`src/rtl/carry_accum_pkg.sv`:
```
// Shared types for the carry/accumulate pipeline: operation modes, the stage-1 payload
// and the registered flag bundle.
package carry_accum_pkg;

    localparam int unsigned MaxWidth = 64;

    typedef enum logic [1:0] {
        MODE_ADD = 2'd0,
        MODE_SUB = 2'd1,
        MODE_ACC = 2'd2,
        MODE_CLR = 2'd3
    } mode_e;

    // Sum is stored at the widest legal width; the top only uses the low WIDTH bits.
    typedef struct packed {
        logic [MaxWidth-1:0] sum;
        logic                cout;
        logic                prop;
        logic                x_msb;
        logic                y_msb;
        mode_e               mode;
    } s1_payload_t;

    typedef struct packed {
        logic cout;
        logic ovf;
        logic zero;
        logic ones;
        logic prop;
    } flags_t;

    function automatic logic calc_ovf(input logic x_msb, input logic y_msb,
                                      input logic sum_msb);
        return (x_msb == y_msb) && (sum_msb != x_msb);
    endfunction

endpackage

```
`src/rtl/carry_slice.sv`:
```
// WIDTH-bit generate/propagate ripple chain returning sum, carry-out and the
// all-bits-propagate indication.
module carry_slice #(
    parameter int unsigned WIDTH = 4
) (
    input  logic [WIDTH-1:0] x_i,
    input  logic [WIDTH-1:0] y_i,
    input  logic             c_i,
    output logic [WIDTH-1:0] sum_o,
    output logic             cout_o,
    output logic             prop_o
);

    logic [WIDTH-1:0] gen;
    logic [WIDTH-1:0] prp;
    logic [WIDTH:0]   carry;

    assign gen = x_i & y_i;
    assign prp = x_i ^ y_i;

    always_comb begin
        carry    = '0;
        carry[0] = c_i;
        for (int i = 0; i < WIDTH; i++) begin
            carry[i+1] = gen[i] | (prp[i] & carry[i]);
        end
    end

    assign sum_o  = prp ^ carry[WIDTH-1:0];
    assign cout_o = carry[WIDTH];
    assign prop_o = &prp;

endmodule

```
`src/rtl/carry_accum_pipe.sv`:
```
// Two-stage add/sub/accumulate/clear pipeline with valid/ready on both sides;
// the accumulator updates on the accept edge so back-to-back ACCs need no forwarding.
module carry_accum_pipe #(
    parameter int unsigned WIDTH = 4
) (
    input  logic             clk,
    input  logic             rst_n,
    input  logic             in_valid,
    output logic             in_ready,
    input  logic [1:0]       in_mode,
    input  logic [WIDTH-1:0] in_a,
    input  logic [WIDTH-1:0] in_b,
    input  logic             in_cin,
    output logic             out_valid,
    input  logic             out_ready,
    output logic [WIDTH-1:0] out_sum,
    output logic             out_cout,
    output logic             out_ovf,
    output logic             out_zero,
    output logic             out_ones,
    output logic             out_prop
);

    import carry_accum_pkg::*;

    mode_e            mode;
    logic [WIDTH-1:0] op_x;
    logic [WIDTH-1:0] op_y;
    logic             op_c;
    logic [WIDTH-1:0] sl_sum;
    logic             sl_cout;
    logic             sl_prop;

    logic [WIDTH-1:0] acc_q, acc_d;
    s1_payload_t      s1_q, s1_d;
    logic             s1_valid_q, s1_valid_d;
    logic             s2_valid_q, s2_valid_d;
    logic [WIDTH-1:0] sum_q, sum_d;
    flags_t           flags_q, flags_d;

    logic             s1_adv;
    logic             s2_adv;
    logic             accept;
    logic [WIDTH-1:0] s1_sum;

    assign mode   = mode_e'(in_mode);
    assign s2_adv = !s2_valid_q || out_ready;
    assign s1_adv = s1_valid_q && s2_adv;
    assign in_ready = !s1_valid_q || s2_adv;
    assign accept = in_valid && in_ready;

    always_comb begin
        op_x = '0;
        op_y = '0;
        op_c = 1'b0;
        unique case (mode)
            MODE_ADD: begin
                op_x = in_a;
                op_y = in_b;
                op_c = in_cin;
            end
            MODE_SUB: begin
                op_x = in_a;
                op_y = ~in_b;
                op_c = 1'b1;
            end
            MODE_ACC: begin
                op_x = acc_q;
                op_y = in_a;
            end
            default: ;
        endcase
    end

    carry_slice #(
        .WIDTH (WIDTH)
    ) u_slice (
        .x_i    (op_x),
        .y_i    (op_y),
        .c_i    (op_c),
        .sum_o  (sl_sum),
        .cout_o (sl_cout),
        .prop_o (sl_prop)
    );

    always_comb begin
        acc_d      = acc_q;
        s1_d       = s1_q;
        s1_valid_d = s1_adv ? 1'b0 : s1_valid_q;
        if (accept) begin
            s1_valid_d = 1'b1;
            s1_d       = '0;
            s1_d.mode  = mode;
            if (mode != MODE_CLR) begin
                s1_d.sum   = MaxWidth'(sl_sum);
                s1_d.cout  = sl_cout;
                s1_d.prop  = sl_prop;
                s1_d.x_msb = op_x[WIDTH-1];
                s1_d.y_msb = op_y[WIDTH-1];
            end
            if (mode == MODE_ACC) begin
                acc_d = sl_sum;
            end else if (mode == MODE_CLR) begin
                acc_d = '0;
            end
        end
    end

    assign s1_sum = s1_q.sum[WIDTH-1:0];

    if (WIDTH < MaxWidth) begin : g_sum_pad
        logic unused_sum_hi;
        assign unused_sum_hi = ^s1_q.sum[MaxWidth-1:WIDTH];
    end

    always_comb begin
        sum_d      = sum_q;
        flags_d    = flags_q;
        s2_valid_d = s2_adv ? 1'b0 : s2_valid_q;
        if (s1_adv) begin
            s2_valid_d = 1'b1;
            if (s1_q.mode == MODE_CLR) begin
                sum_d        = '0;
                flags_d      = '0;
                flags_d.zero = 1'b1;
            end else begin
                sum_d        = s1_sum;
                flags_d.cout = s1_q.cout;
                flags_d.ovf  = calc_ovf(s1_q.x_msb, s1_q.y_msb, s1_sum[WIDTH-1]);
                flags_d.zero = (s1_sum == '0);
                flags_d.ones = &s1_sum;
                flags_d.prop = s1_q.prop;
            end
        end
    end

    always_ff @(posedge clk or negedge rst_n) begin
        if (!rst_n) begin
            acc_q      <= '0;
            s1_q       <= '0;
            s1_valid_q <= 1'b0;
            s2_valid_q <= 1'b0;
            sum_q      <= '0;
            flags_q    <= '0;
        end else begin
            acc_q      <= acc_d;
            s1_q       <= s1_d;
            s1_valid_q <= s1_valid_d;
            s2_valid_q <= s2_valid_d;
            sum_q      <= sum_d;
            flags_q    <= flags_d;
        end
    end

    assign out_valid = s2_valid_q;
    assign out_sum   = sum_q;
    assign out_cout  = flags_q.cout;
    assign out_ovf   = flags_q.ovf;
    assign out_zero  = flags_q.zero;
    assign out_ones  = flags_q.ones;
    assign out_prop  = flags_q.prop;

endmodule

```
`config.mk`:
```
export PLATFORM = sky130hd
export DESIGN_NAME = carry_accum_pipe
export DESIGN_NICKNAME = d
export VERILOG_FILES = /design/src/rtl/carry_accum_pkg.sv /design/src/rtl/carry_slice.sv /design/src/rtl/carry_accum_pipe.sv
export SDC_FILE = /design/constraint.sdc
export NUM_CORES = 1
export LEC_CHECK = 0
export CORE_MARGIN = 4
export CORE_UTILIZATION = 42
export DETAILED_ROUTE_END_ITERATION = 6
export PLACE_DENSITY = 0.71
export SKIP_LAST_GASP = 1
export SLEW_MARGIN = 5
export SYNTH_ARGS = -nofsm -noshare
export SYNTH_HDL_FRONTEND = slang
export SYNTH_HIERARCHICAL = 1
export SYNTH_SLANG_ARGS = --single-unit
```
`constraint.sdc`:
```
create_clock -name clk -period 3 [get_ports clk]
set_input_delay 0.45 -clock clk [delete_from_list [all_inputs] [get_ports clk]]
set_output_delay 0.45 -clock clk [all_outputs]
set_load 0.005 [all_outputs]
```
==> results.py <==
metrics = {
    "cts": {
        "cts.htree.levels": 1,
        "cts_inserted_buffers": 3,
        "root_buffer": "sky130_fd_sc_hd__clkbuf_4",
        "cts_tree": "done",
        "cts_buffer_depth": 2,
        "clk_sink_count": 25,
        "clock_insertion_delay_worst_skew_ns": 0.30,
        "cts.clk_slew.worst_paths_ns": 0.13,
    },
    "sta": {
        "setup-violations-final": 0,
        "timing_hold_violations_final": 0,
        "hold_slack_ns": 0.4903,
        "final_max_slew_viol_count": 0,
        "rsz_0062_raised_after_global_routing": "false",
        "final.setup.tns_ns": 0,
        "clock_skew_ns": 0.002132,
        "timing.slew.headroom_pct": 75.05,
        "timing.final.ws_setup_ns": 0.1744,
        "fin_crit_share_pct": 94.19,
        "layout_min_cycle_time_ns": 2.826,
        "worst-slew-pin-transition_ns": 0.3743,
        "clock.fmax_mhz": 353.9,
    },
    "route": {
        "vias": 1096,
        "drt_pre_antenna_iters": 4,
        "final_antenna_net_count": 0,
        "detail_route.drc_violations": 0,
        "drt-wirelength-per-cell_um": 12.67,
        "totalWireLength_mm": 2.749,
        "drt_iter0_markers": 71,
        "avgViaCountPerCell": 5.051,
    },
    "floorplanning": {
        "num_rows": 20,
        "core-area_um2": 3128,
        "floorplan.initialDensity_pct": 45.24,
        "num_io_pins": 26,
        "die_area_um2": 4362,
        "die_y_um": 66.05,
        "die_x_um": 66.05,
    },
    "global_route": {
        "grt_total_ovfl": 0,
        "antenna_violations_before_repair": 0,
        "grt_start_max_net_pins": 26,
        "first_pass_grt_wire_length_mm": 4.823,
        "gr-usage-met1_pct": 16.56,
        "grt_max_usage_layer": "met2",
        "gr-usage-all-layers_pct": 14.09,
        "grt_pass1_vias": 1097,
        "global_route.usage.met3_pct": 1.531,
        "gr-usage-met2_pct": 26.41,
    },
    "synth": {
        "seq_area_frac_synth_pct": 44.21,
        "main_combinational_cell_family_by_area_after_synthesis": "simple AND/OR/NAND/NOR gates",
        "synth.ff_latch_count": 25,
        "synth.avg_cell_area_um2": 10.04,
        "post_synth_instance_area_um2": 1415,
        "syn_inst": 141,
        "simple_logic_cell_fraction_of_the_synthesized_area_pct": 18.21,
        "synth_area_leader_cell": "sky130_fd_sc_hd__dfrtp_1",
        "xor_xnor_portion_of_the_synthesized_cell_area_pct": 2.476,
        "yosys.area_share.adder_pct": 9.195,
        "synthDistinctLibCells": 31,
        "synthDominantCellAreaShare_pct": 44.21,
        "mappedNetlistNets": 164,
        "post_synth_main_area_contributors": "sky130_fd_sc_hd__dfrtp_1, sky130_fd_sc_hd__fa_1, sky130_fd_sc_hd__inv_1, sky130_fd_sc_hd__and4_1, sky130_fd_sc_hd__mux2_4",
        "synth_area_in_compound_gates_pct": 12.02,
        "synthMuxAreaShare_pct": 5.836,
        "yosysWarningCount": 6,
    },
    "power": {
        "power_leakage_nw": 0.8810,
        "power_per_cell_area_nw_per_um2": 484.2,
        "power.ir.vdd_worst_mv": 0.1628,
    },
    "critical_path": {
        "critical_path.endpoint_type": "register",
        "crit_path_start_kind": "input port",
        "critPathRequiredTime_ns": 3.21,
        "worst-path-max-fanout": 2,
        "regToRegStartpoint": "acc_q[0]",
        "timing.reg2reg.worst_path_depth": 12,
        "slowest_stage_cell_on_the_critical_path": "sky130_fd_sc_hd__fa_1",
        "cp.buffers_inverters": 6,
        "timing.critical_path.slowest_cell_delay_ns": 0.52,
        "crit-reg2reg-capture": "acc_q[3]",
        "worst-r2r-setup-slack_ns": 0.49,
        "critical_path_cell_by_cell": "clkdlybuf4s50_1, inv_1, o21ai_2, inv_2, fa_2, inv_2, fa_2, fa_2, inv_1, fa_1, inv_1, nor2b_1, mux2_4",
        "critical-path-top-delay-family": "adder cells",
        "timing.setup.critical_path_class": "input port to register",
        "crit_arrival_ns": 3.03,
    },
    "place": {
        "place_ws_ns": -0.5412,
        "numPlacedInstances": 212,
        "place_congestion": 0.8929,
        "portBuffers": 25,
        "post-dp-hpwl_mm": 2.157,
    },
    "finish": {
        "fin_nets": 197,
        "syn_to_final_growth_pct": 28.65,
        "layout-drive-gt1-share_pct": 17.34,
        "n_antenna_cell": 0,
        "post_layout_nonfiller_instances": 217,
    },
    "flow_run": {
        "cap_violations": 0,
    },
    "status": {
        "run_status": "complete, no violations",
    },
    "worst_hold_path": {
        "hp-class": "input port to async pin",
    },
}
==> where the power goes <==
group,total (mW),switching [mW],internal [mW]
Sequential,0.452,0.0493,0.403
Combinational,0.285,0.117,0.168
Clock,0.145,0.0949,0.0497
Total,0.881,0.262,0.620
==> cell type report <==
class                      count  area (um^2)
timing repair buffer          36        337.8
clock inverter                 1        5.005
tap                           44        55.05
fill                         276         1308
sequential                    25        625.6
inverter                      19        71.32
clock buffer                   3        22.52
multi-input combinational     89        703.2
==> worst register-to-register path, cell delays in order, from the launching register on <==
cell and delay (ns):
sky130_fd_sc_hd__dfrtp_1 0.40, sky130_fd_sc_hd__nand2_2 0.06, sky130_fd_sc_hd__o21ai_2 0.07, sky130_fd_sc_hd__inv_2 0.06, sky130_fd_sc_hd__fa_2 0.38, sky130_fd_sc_hd__inv_2 0.06, sky130_fd_sc_hd__fa_2 0.20, sky130_fd_sc_hd__fa_2 0.20
sky130_fd_sc_hd__inv_1 0.05, sky130_fd_sc_hd__fa_1 0.52, sky130_fd_sc_hd__inv_1 0.04, sky130_fd_sc_hd__nor2b_1 0.12, sky130_fd_sc_hd__mux2_4 0.25
==> flip-flops by register name, summed over array words and instances (netlist names) <==
name	count
s1_q	10
acc_q	4
out_sum	4
out_cout	1
out_ones	1
out_ovf	1
out_prop	1
out_valid	1
out_zero	1
s1_valid_q	1
==> cell usage in the layout, fill, tap and decap left out, types with 2 or more instances in the layout <==
master	instances
sky130_fd_sc_hd__dfrtp_1	25
sky130_fd_sc_hd__clkdlybuf4s50_1	23
sky130_fd_sc_hd__inv_1	17
sky130_fd_sc_hd__nand2_1	10
sky130_fd_sc_hd__buf_4	10
sky130_fd_sc_hd__and4_1	7
sky130_fd_sc_hd__a21o_1	7
sky130_fd_sc_hd__nand4_1	6
sky130_fd_sc_hd__o21ai_0	6
sky130_fd_sc_hd__xnor2_1	4
sky130_fd_sc_hd__nand2b_1	4
sky130_fd_sc_hd__nor2b_1	4
sky130_fd_sc_hd__mux2_4	4
sky130_fd_sc_hd__ha_1	4
sky130_fd_sc_hd__o21ai_1	3
sky130_fd_sc_hd__o2bb2ai_1	3
sky130_fd_sc_hd__nor2_1	3
sky130_fd_sc_hd__a21oi_1	3
sky130_fd_sc_hd__clkbuf_4	3
sky130_fd_sc_hd__fa_2	3
sky130_fd_sc_hd__nand2_2	2
sky130_fd_sc_hd__o21ai_2	2
sky130_fd_sc_hd__nand3_1	2
sky130_fd_sc_hd__inv_2	2
==> cells by family (layout without fill, tap and decap cells) <==
| kind of cell | after synthesis | after routing |
|---|---|---|
| buffers and inverters | 27 | 59 |
| muxes | 6 | 6 |
| and+or+nand+nor | 44 | 44 |
| AOI/OAI and AO/OA | 27 | 27 |
| DFF | 25 | 25 |
| adders and majority gates | 8 | 8 |
| xor gates and xnor gates | 4 | 4 |
==> metal layers <==
layer	part of all wire, %	routed length (um)
met1	43	1189
met2	51	1406
met3	5.2	142
met4	0.40	11
met5	0	0
==> synth_stat cells (all sizes together) <==
master	n
mux2	6
nand2b	4
clkbuf	3
nand3	2
and4	7
o22ai	1
inv	19
nand3b	1
a41oi	1
o2bb2ai	3
nor2	3
o21ai	11
and2	1
a21o	7
fa	4
nand2	12
nand4	6
buf	5
or4	1
ha	4
a21oi	3
xnor2	4
a31oi	1
nor2b	5
and3b	1
and3	1
dfrtp	25
==> worst max path at each step <==
stage | slack [ns] | cells after the start | end | start
after global routing | 0.09 | 13 | acc_q[3] | in_a[0]
after floorplan | 0.16 | 12 | acc_q[3] | in_mode[1]
after global placement | -0.43 | 14 | acc_q[3] | in_mode[1]
final | 0.17 | 13 | acc_q[3] | in_a[0]
after CTS | 0.03 | 14 | acc_q[3] | in_mode[1]
after detailed placement | -0.54 | 14 | acc_q[3] | in_mode[1]
==> timing repair <==
action / CTS / global route
buffers inserted: 1 / 0
endpoints found under the setup margin: 2 / 2
hold buffers: 0 / 0
gates resized for setup: 8 / 8
pin swaps: 1 / 2
==> per-stage QoR <==
| step | area [um^2] | utilization [%] | power (mW) |
|---|---|---|---|
| floorplan | 1415 | - | 0.6042 |
| global placement | 1753 | 56.04 | 0.7271 |
| detailed placement | 1753 | 56.04 | 0.7383 |
| CTS | 1803 | 57.64 | 0.8882 |
| global route | 1821 | 58.20 | 0.9538 |
| finish | 1821 | 58.20 | 0.8814 |
(Power assumes the default switching activity.)
